==> config.mk <==
export PLATFORM = sky130hd
export DESIGN_NAME = boa_csr_hpm
export DESIGN_NICKNAME = d
export VERILOG_FILES = /design/src/rtl/boa_csr_hpm.sv
export SDC_FILE = /design/constraint.sdc
export NUM_CORES = 2
export LEC_CHECK = 0
export ABC_AREA = 1
export BUFFER_PORTS_ARGS = -buffer_cell sky130_fd_sc_hd__buf_2
export CAP_MARGIN = 40
export CORE_MARGIN = 4
export CORE_UTILIZATION = 35
export CTS_CLUSTER_DIAMETER = 120
export DETAILED_ROUTE_END_ITERATION = 16
export HOLD_SLACK_MARGIN = 0.05
export PLACE_DENSITY_LB_ADDON = 0.15
export SLEW_MARGIN = 10
export SYNTH_ARGS = -nofsm -noshare
export SYNTH_HDL_FRONTEND = slang
export SYNTH_SLANG_ARGS = --single-unit
==> constraint.sdc <==
create_clock -name clk -period 15.2 [get_ports clk]
set_input_delay 1.52 -clock clk [delete_from_list [all_inputs] [get_ports clk]]
set_output_delay 1.52 -clock clk [all_outputs]
set_load 0.005 [all_outputs]
==> src/rtl/boa_csr_hpm.sv <==
// ----------------------------------------------------------------------------
// boa_csr_hpm
//
// Hardware performance-monitor CSR block: mcycle, minstret, mhpmcounter3..N,
// their high halves, the user-mode read-only shadows, mcounteren and
// mcountinhibit.
//
// Reads are purely combinational on addr. A write is applied on the next rising
// edge. A counter that is written in a cycle does not also increment in that
// cycle.
//
// Ports
//   clk     in   1          sole clock, all state on the rising edge
//   rst     in   1          asynchronous active-high reset
//   we      in   1          CSR write enable
//   addr    in   12         CSR address
//   wdata   in   32         CSR write data (already merged by the core)
//   exists  out  1          addr is decoded by this block
//   rdonly  out  1          addressed CSR is read-only
//   priv    out  2          minimum privilege level for the addressed CSR
//   rdata   out  32         read data (0 when not decoded)
//   retire  in   1          one instruction retired this cycle
//   evt     in   NUM_HPM    event pulses, bit i drives mhpmcounter(i+3)
//
// Handshake: there is none. we/addr/wdata are sampled on every rising edge,
// and the read outputs are valid in the same cycle that addr is presented.
// ----------------------------------------------------------------------------
module boa_csr_hpm #(
    parameter int NUM_HPM   = 4,
    parameter int CNT_WIDTH = 64
) (
    input  logic               clk,
    input  logic               rst,
    input  logic               we,
    input  logic [11:0]        addr,
    input  logic [31:0]        wdata,
    output logic               exists,
    output logic               rdonly,
    output logic [1:0]         priv,
    output logic [31:0]        rdata,
    input  logic               retire,
    input  logic [NUM_HPM-1:0] evt
);

    // Implemented counter slots: 0 (mcycle), 2 (minstret) and 3..NUM_HPM+2.
    // Slot 1 (time) is never implemented here.
    function automatic logic [31:0] impl_mask_f();
        logic [31:0] m;
        m = '0;
        for (int i = 0; i < 32; i++) begin
            m[i] = (i == 0) || (i == 2) || ((i >= 3) && (i <= NUM_HPM + 2));
        end
        return m;
    endfunction

    localparam logic [31:0] IMPL_MASK = impl_mask_f();

    logic [CNT_WIDTH-1:0] cnt_q [32];
    logic [CNT_WIDTH-1:0] cnt_d [32];
    logic [31:0]          inhibit_q;
    logic [31:0]          inhibit_d;
    logic [31:0]          counteren_q;
    logic [31:0]          counteren_d;
    logic [31:0]          inc_evt;

    logic                 is_mcnt;
    logic                 is_ucnt;
    logic                 is_cen;
    logic                 is_inh;
    logic                 is_hi;
    logic [4:0]           idx;
    logic                 user_ok;
    logic [63:0]          cnt_ext;

    // ------------------------------------------------------------------
    // Address decode
    // Counter spaces are 0xB00/0xB80 (machine) and 0xC00/0xC80 (user).
    // addr[7] selects the high half and addr[4:0] selects the slot.
    // ------------------------------------------------------------------
    assign idx     = addr[4:0];
    assign is_hi   = addr[7];
    assign is_mcnt = (addr[11:8] == 4'hB) && (addr[6:5] == 2'b00);
    assign is_ucnt = (addr[11:8] == 4'hC) && (addr[6:5] == 2'b00);
    assign is_cen  = (addr == 12'h306);
    assign is_inh  = (addr == 12'h320);
    assign user_ok = is_ucnt && counteren_q[idx];

    assign exists  = is_mcnt || is_ucnt || is_cen || is_inh;
    assign rdonly  = user_ok;
    assign priv    = user_ok ? 2'd0 : 2'd3;

    // Zero-extend to 64 bits so that the high half of a narrow counter reads
    // correctly. Unimplemented slots hold 0, so they read 0.
    assign cnt_ext = 64'(cnt_q[idx]);

    always_comb begin
        rdata = '0;
        if (is_mcnt || is_ucnt) begin
            rdata = is_hi ? cnt_ext[63:32] : cnt_ext[31:0];
        end else if (is_cen) begin
            rdata = counteren_q;
        end else if (is_inh) begin
            rdata = inhibit_q;
        end
    end

    // ------------------------------------------------------------------
    // Increment sources, indexed by counter slot
    // ------------------------------------------------------------------
    always_comb begin
        inc_evt    = '0;
        inc_evt[0] = 1'b1;
        inc_evt[2] = retire;
        for (int i = 0; i < NUM_HPM; i++) begin
            inc_evt[i+3] = evt[i];
        end
    end

    // ------------------------------------------------------------------
    // Next state
    // Only the machine-space counters, mcounteren and mcountinhibit can be
    // written. The user shadows and unimplemented slots ignore we.
    // ------------------------------------------------------------------
    always_comb begin
        inhibit_d   = inhibit_q;
        counteren_d = counteren_q;
        if (we && is_inh) begin
            inhibit_d = wdata & IMPL_MASK;
        end
        if (we && is_cen) begin
            counteren_d = wdata & IMPL_MASK;
        end
        for (int i = 0; i < 32; i++) begin
            cnt_d[i] = '0;
            if (IMPL_MASK[i]) begin
                cnt_d[i] = cnt_q[i];
                if (we && is_mcnt && (idx == 5'(i))) begin
                    // The write replaces one half of the counter. The other
                    // half keeps its old value and the increment for this
                    // cycle is dropped.
                    if (is_hi) begin
                        cnt_d[i][CNT_WIDTH-1:32] = wdata[CNT_WIDTH-33:0];
                    end else begin
                        cnt_d[i][31:0] = wdata;
                    end
                end else if (inc_evt[i] && !inhibit_q[i]) begin
                    cnt_d[i] = cnt_q[i] + CNT_WIDTH'(1);
                end
            end
        end
    end

    always_ff @(posedge clk or posedge rst) begin
        if (rst) begin
            for (int i = 0; i < 32; i++) begin
                cnt_q[i] <= '0;
            end
            inhibit_q   <= '0;
            counteren_q <= '0;
        end else begin
            for (int i = 0; i < 32; i++) begin
                cnt_q[i] <= cnt_d[i];
            end
            inhibit_q   <= inhibit_d;
            counteren_q <= counteren_d;
        end
    end

endmodule

Word level (Yosys, flattened, before mapping)
Cells that the tools add are included.
{"block": "classes", "n_addsub": 6, "order_cmp": 2, "n_eq_ne": 22, "muxes": 24, "n_bitwise": 1, "reduce_logical": 44}
{"cell": "two-way mux 64 bit", "count": 14}
{"cell": "adder 64 x 1 -> 64 bit, second input constant", "count": 6}
{"cell": "binary-select mux 64 bit (select 5 bit)", "count": 1}
{"cell": "two-way mux 32 bit", "count": 5}
{"cell": "equality test 12 x 10 -> 1 bit, second input constant", "count": 2}
{"cell": "!= test 2 bit, second input constant", "count": 12}
{"cell": "AND reduction 2 bit", "count": 12}
{"cell": "logical AND 1 bit", "count": 17}
{"cell": "equality test 5 x 3 -> 1 bit, second input constant", "count": 3}
{"cell": "equality test 5 x 2 -> 1 bit, second input constant", "count": 2}
{"cell": "nonzero test 2 bit", "count": 5}
{"cell": "equality test 4 bit, second input constant", "count": 2}
{"cell": "two-way mux 7 bit", "count": 1}
{"cell": "greater-or-equal comparator 6 bit, second input constant", "count": 1}
{"cell": "< comparator 5 x 6 -> 1 bit, second input constant", "count": 1}
{"cell": "NOT 5 -> 6 bit", "count": 1}
{"cell": "binary-select mux 1 bit (select 5 bit)", "count": 1}
{"cell": "zero test 1 bit", "count": 5}
{"cell": "zero test 5 bit", "count": 1}
{"cell": "logical OR 1 bit", "count": 3}
{"cell": "zero test 2 bit", "count": 1}
{"cell": "two-way mux 2 bit", "count": 1}
{"cell": "!= test 2 x 1 -> 1 bit, second input constant", "count": 1}
{"cell": "two-way mux 1 bit", "count": 1}
{"block": "word_totals", "register_bits": 396, "inputBits": 52, "out_inout_bits": 36}

Depth between registers and ports, before layout
{"block": "logic_depth", "depth_word": 6, "ltp_mapped": 13, "mapped_depth_nobuf": 13}

Worst setup path after synthesis
Ideal clock, no wire load.
{"block": "synth_timing", "path_kind": "input to output", "from": "in addr[1]", "to": "out rdata[11]", "arrival_ns": 2.728, "required_time_ns": 13.680, "slack_ns": 10.952, "path_stages": 7, "path_buffers": 2, "path_cell_list": "nor2_4 -> clkbuf_1 -> buf_1 -> a21oi_1 -> o21ai_0 -> o21ai_0 -> nor2_1"}
{"block": "synth_between", "elab_chain_len": 6}
{"element": "start: declaration", "line": "35", "text": "input logic [11:0] addr,"}
{"element": "NOT 5 -> 6 bit (not written as such)", "line": "94", "text": "assign cnt_ext = 64'(cnt_q[idx]);"}
{"element": "binary-select mux 64 bit (select 5 bit)", "line": "94"}
{"element": "two-way mux 64 bit (not written as such) (2 in series)", "line": "94"}
{"element": "two-way mux 32 bit", "line": "99", "text": "rdata = is_hi ? cnt_ext[63:32] : cnt_ext[31:0];"}
{"element": "two-way mux 32 bit", "line": "98", "text": "if (is_mcnt || is_ucnt) begin"}
{"element": "end: declaration", "line": "40", "text": "output logic [31:0] rdata,"}
Every way passes these cells. The select of a mux whose other input is x is not followed.

Worst setup path after layout
{"block": "layout_timing", "from": "in addr[0]", "to": "out rdata[1]"}
{"block": "layout_between", "elab_chain_len": 6, "elab_cells_between_ends": 8, "cone_classes": "eq/ne (1); mux (6); bitwise (1)"}
{"element": "NOT 5 -> 6 bit (not written as such)", "line": "94"}
{"element": "binary-select mux 64 bit (select 5 bit)", "line": "94"}
{"element": "two-way mux 64 bit (not written as such) (2 in series)", "line": "94"}
{"element": "two-way mux 32 bit", "line": "99"}
{"element": "two-way mux 32 bit (*)", "line": "98"}
Every way passes the cells marked *; elsewhere a longest branch is shown, timed or not. The select of a mux whose other input is x is not followed.

==> flow_summary_export.csv <==
group,metric,value,unit
setup_path,crit_path_start_kind,"input pin",
final_layout,final_nets,6108,
placed_design,io_buffers,87,
global_route,antenna_found_initial,27,
final_layout,layout-drive-gt1-share,4.45,%
clock_tree,clk_path_buf_depth,3,
detailed_routing,vias_per_cell,5.70,
timing,finalSetupTns,0,ps
logic_synthesis,synth_commonest_cells,"nand2_1, nor2_1, inv_1",
setup_path,r2r_slack,12200,ps
clock_tree,cts_tree,"built",
timing,holdWs,489,ps
setup_path,cp.arrival,4670,ps
logic_synthesis,synth_area_leaders,"dfrtp_1, nand2_1, nor2_1",
timing,max_freq,0.162,GHz
setup_path,required,13680,ps
detailed_routing,vias,42100,
setup_path,crit_start,"addr[0]",
detailed_routing,avgRoutedWirePerCell,27.0,µm
pwr,peakVddDrop,0.0000763,V
logic_synthesis,avgSynthCellArea,5.64,µm²
clock_tree,cts_buffers,53,
timing,min_period,6190,ps
timing,fin_crit_sh,40.7,%
timing,rsz0062_at_grt,"no",
placed_design,place_congestion,1.03,
clock_tree,postCtsSetupBuffers,0,
timing,slew_headroom,40.0,%
global_route,grtUsageTotal,37.7,%
clock_tree,htree_levels,2,
floorplanning,die_w,321,µm
setup_path,cp_num_buf_inv,5,
setup_path,critPathMaxStageDelay,700,ps
logic_synthesis,syn_area,34200,µm²
clock_tree,root_buffer,"clkbuf_16",
detailed_routing,first_pass_iters,6,
timing,setup_viol,0,
setup_path,slowest_stage,"inv_2",
placed_design,dp.cells,7271,
clock_tree,clk_pin_slew,60,ps
final_layout,fin_util,39.1,%
setup_path,reg2reg_depth,9,
hold_path,hold_path_class,"reg2reg",
floorplanning,dieArea,103000,µm²
logic_synthesis,syn_nets,6121,
timing,worstMarginPinSlew,899,ps
logic_synthesis,yosysSeqAreaShare,29.0,%
setup_path,r2r-end,"cnt_q[1607]",
status,run_status,"finished clean",
setup_path,path_class,"in2out",
placed_design,place_ws,9220,ps
detailed_routing,wl,200000,µm
floorplanning,boundaryPins,88,
hold_path,whs_path_depth,2,
logic_synthesis,synth_async_sr_flop_share,100,%
placed_design,dp_hpwl,155000,µm
logic_synthesis,synth_seq_cells,396,
global_route,grt_pass1_wl,281000,µm
global_route,grt_max_degree,83,
pwr,totalPowerFinal,4.08,mW
final_layout,finish.instance_area,37800,µm²
detailed_routing,drt-initial-drc-count,6280,
floorplanning,die_h,321,µm
final_layout,n_fill_cell,11000,
clock_tree,cts_hold_buf,0,
logic_synthesis,synth_top_cell_by_area,"dfrtp_1",
logic_synthesis,post-synth-top-count-cell,"nand2_1",
setup_path,cp_max_fo,57,
floorplanning,start_util,35.3,%
pwr,leakage,18.7,nW
placed_design,placed_area,35900,µm²
timing,hold_viol,0,
timing,slew_violations,0,
floorplanning,core_area,96900,µm²
logic_synthesis,synth_top_cell_area_share,29.0,%
setup_path,critical-path-top-delay-family,"buffers and inverters",
flow_run,maxCapViolations,0,
final_layout,syn2layout_area_growth,10.7,%
clock_tree,cts_num_sinks,396,
floorplanning,num_rows,114,
detailed_routing,post-route-drc-count,0,
clock_tree,insertion_delay,690,ps
logic_synthesis,syn_inst,6063,
setup_path,crit_chain,"buf_2 -> inv_1 -> nand2_4 -> buf_4 -> inv_2 -> nand2_1 -> o211ai_1 -> a21oi_1 -> o21ai_0 -> nand2_1 -> a21oi_1 -> buf_2",
setup_path,r2r-start,"inhibit_q[6]",
timing,finalClockSkew,38.1,ps
setup_path,end_kind,"primary output",
logic_synthesis,synth.distinct_cells,46,
global_route,overflow,0,
logic_synthesis,synth-warning-count,0,
final_layout,fin_cells,7382,
logic_synthesis,synth_edf_count,0,
detailed_routing,ant_nets,0,
logic_synthesis,synth_flop_cell,"dfrtp_1",
clock_tree,ctsResizeCount,0,
global_route,grt_pass1_vias,37300,
pwr,pwr_density_cell,108,nW/µm²
hold_path,worstHoldEndpoint,"inhibit_q[4]",
timing,fin_ws,9010,ps
hold_path,hp-start,"inhibit_q[4]",
## state kept, by name, indices dropped and copies added (netlist names)
| signal | flops |
|---|---|
| counteren_q | 6 |
| cnt_q | 384 |
| inhibit_q | 6 |
## worst max path at each step
stage                             end  slack, ps  cells past startpoint
after detailed placement    rdata[10]       9220                     12
after CTS                   rdata[10]       9220                     12
after global placement       rdata[1]       9200                     12
final                        rdata[1]       9010                     12
after global routing        rdata[10]       8870                     12
after floorplan           cnt_q[1600]       2670                      1
## worst reg2reg max path, delay by kind of cell (launching register included)
kind | cells | cell delay [ps]
AO/OA/AOI/OAI | 2 | 490
buffers and inverters | 4 | 1260
flip-flops | 1 | 380
AND/OR/NAND/NOR | 3 | 710
## metal layers
metal / share of wire, % / track usage, % / vias up / wire, µm
li1: - / - / 19200 / -
met1: 43 / 54.9 / 20000 / 86700
met2: 41 / 54.4 / 2502 / 81400
met3: 11 / 8.05 / 384 / 22900
met4: 4.3 / 14.6 / 18 / 8550
met5: 0.061 / 0 / - / 122
## cell type report
cell class / count / area [µm²] / area share (%)
Multi-Input combinational cell: 4811 / 21000 / 55.5
Clock inverter: 17 / 318 / 0.840
Clock buffer: 81 / 1580 / 4.19
Antenna cell: 13 / 32.5 / 0.0860
Tap cell: 1276 / 1600 / 4.22
Timing Repair Buffer: 139 / 951 / 2.51
Sequential cell: 396 / 9910 / 26.2
Inverter: 649 / 2440 / 6.46
## cells in the final DEF (no fill, tap or decap), types with 58 or more instances in the layout
cell,n
nand2_1,2148
nor2_1,1169
inv_1,636
o21ai_0,433
dfrtp_1,396
nand3_1,319
a21oi_1,290
buf_2,87
nand4_1,67
xor2_1,58
## kinds of logic after synthesis
logic type / Yosys count / share of synthesized area, %
fa+ha+maj: 6 / 0.220
xor+xnor: 75 / 1.92
buf+inv: 856 / 9.75
compound gates: 948 / 15.3
flops: 396 / 29.0
simple gates: 3782 / 43.8
## where the power goes
group / internal, mW / switching (mW) / leakage [nW]
logic: 0.317 / 0.790 / 13.2
clock network: 0.866 / 0.580 / 0.934
registers: 1.20 / 0.322 / 4.61
total: 2.38 / 1.69 / 18.7
No activity file was read; power rests on OpenSTA's default activity.
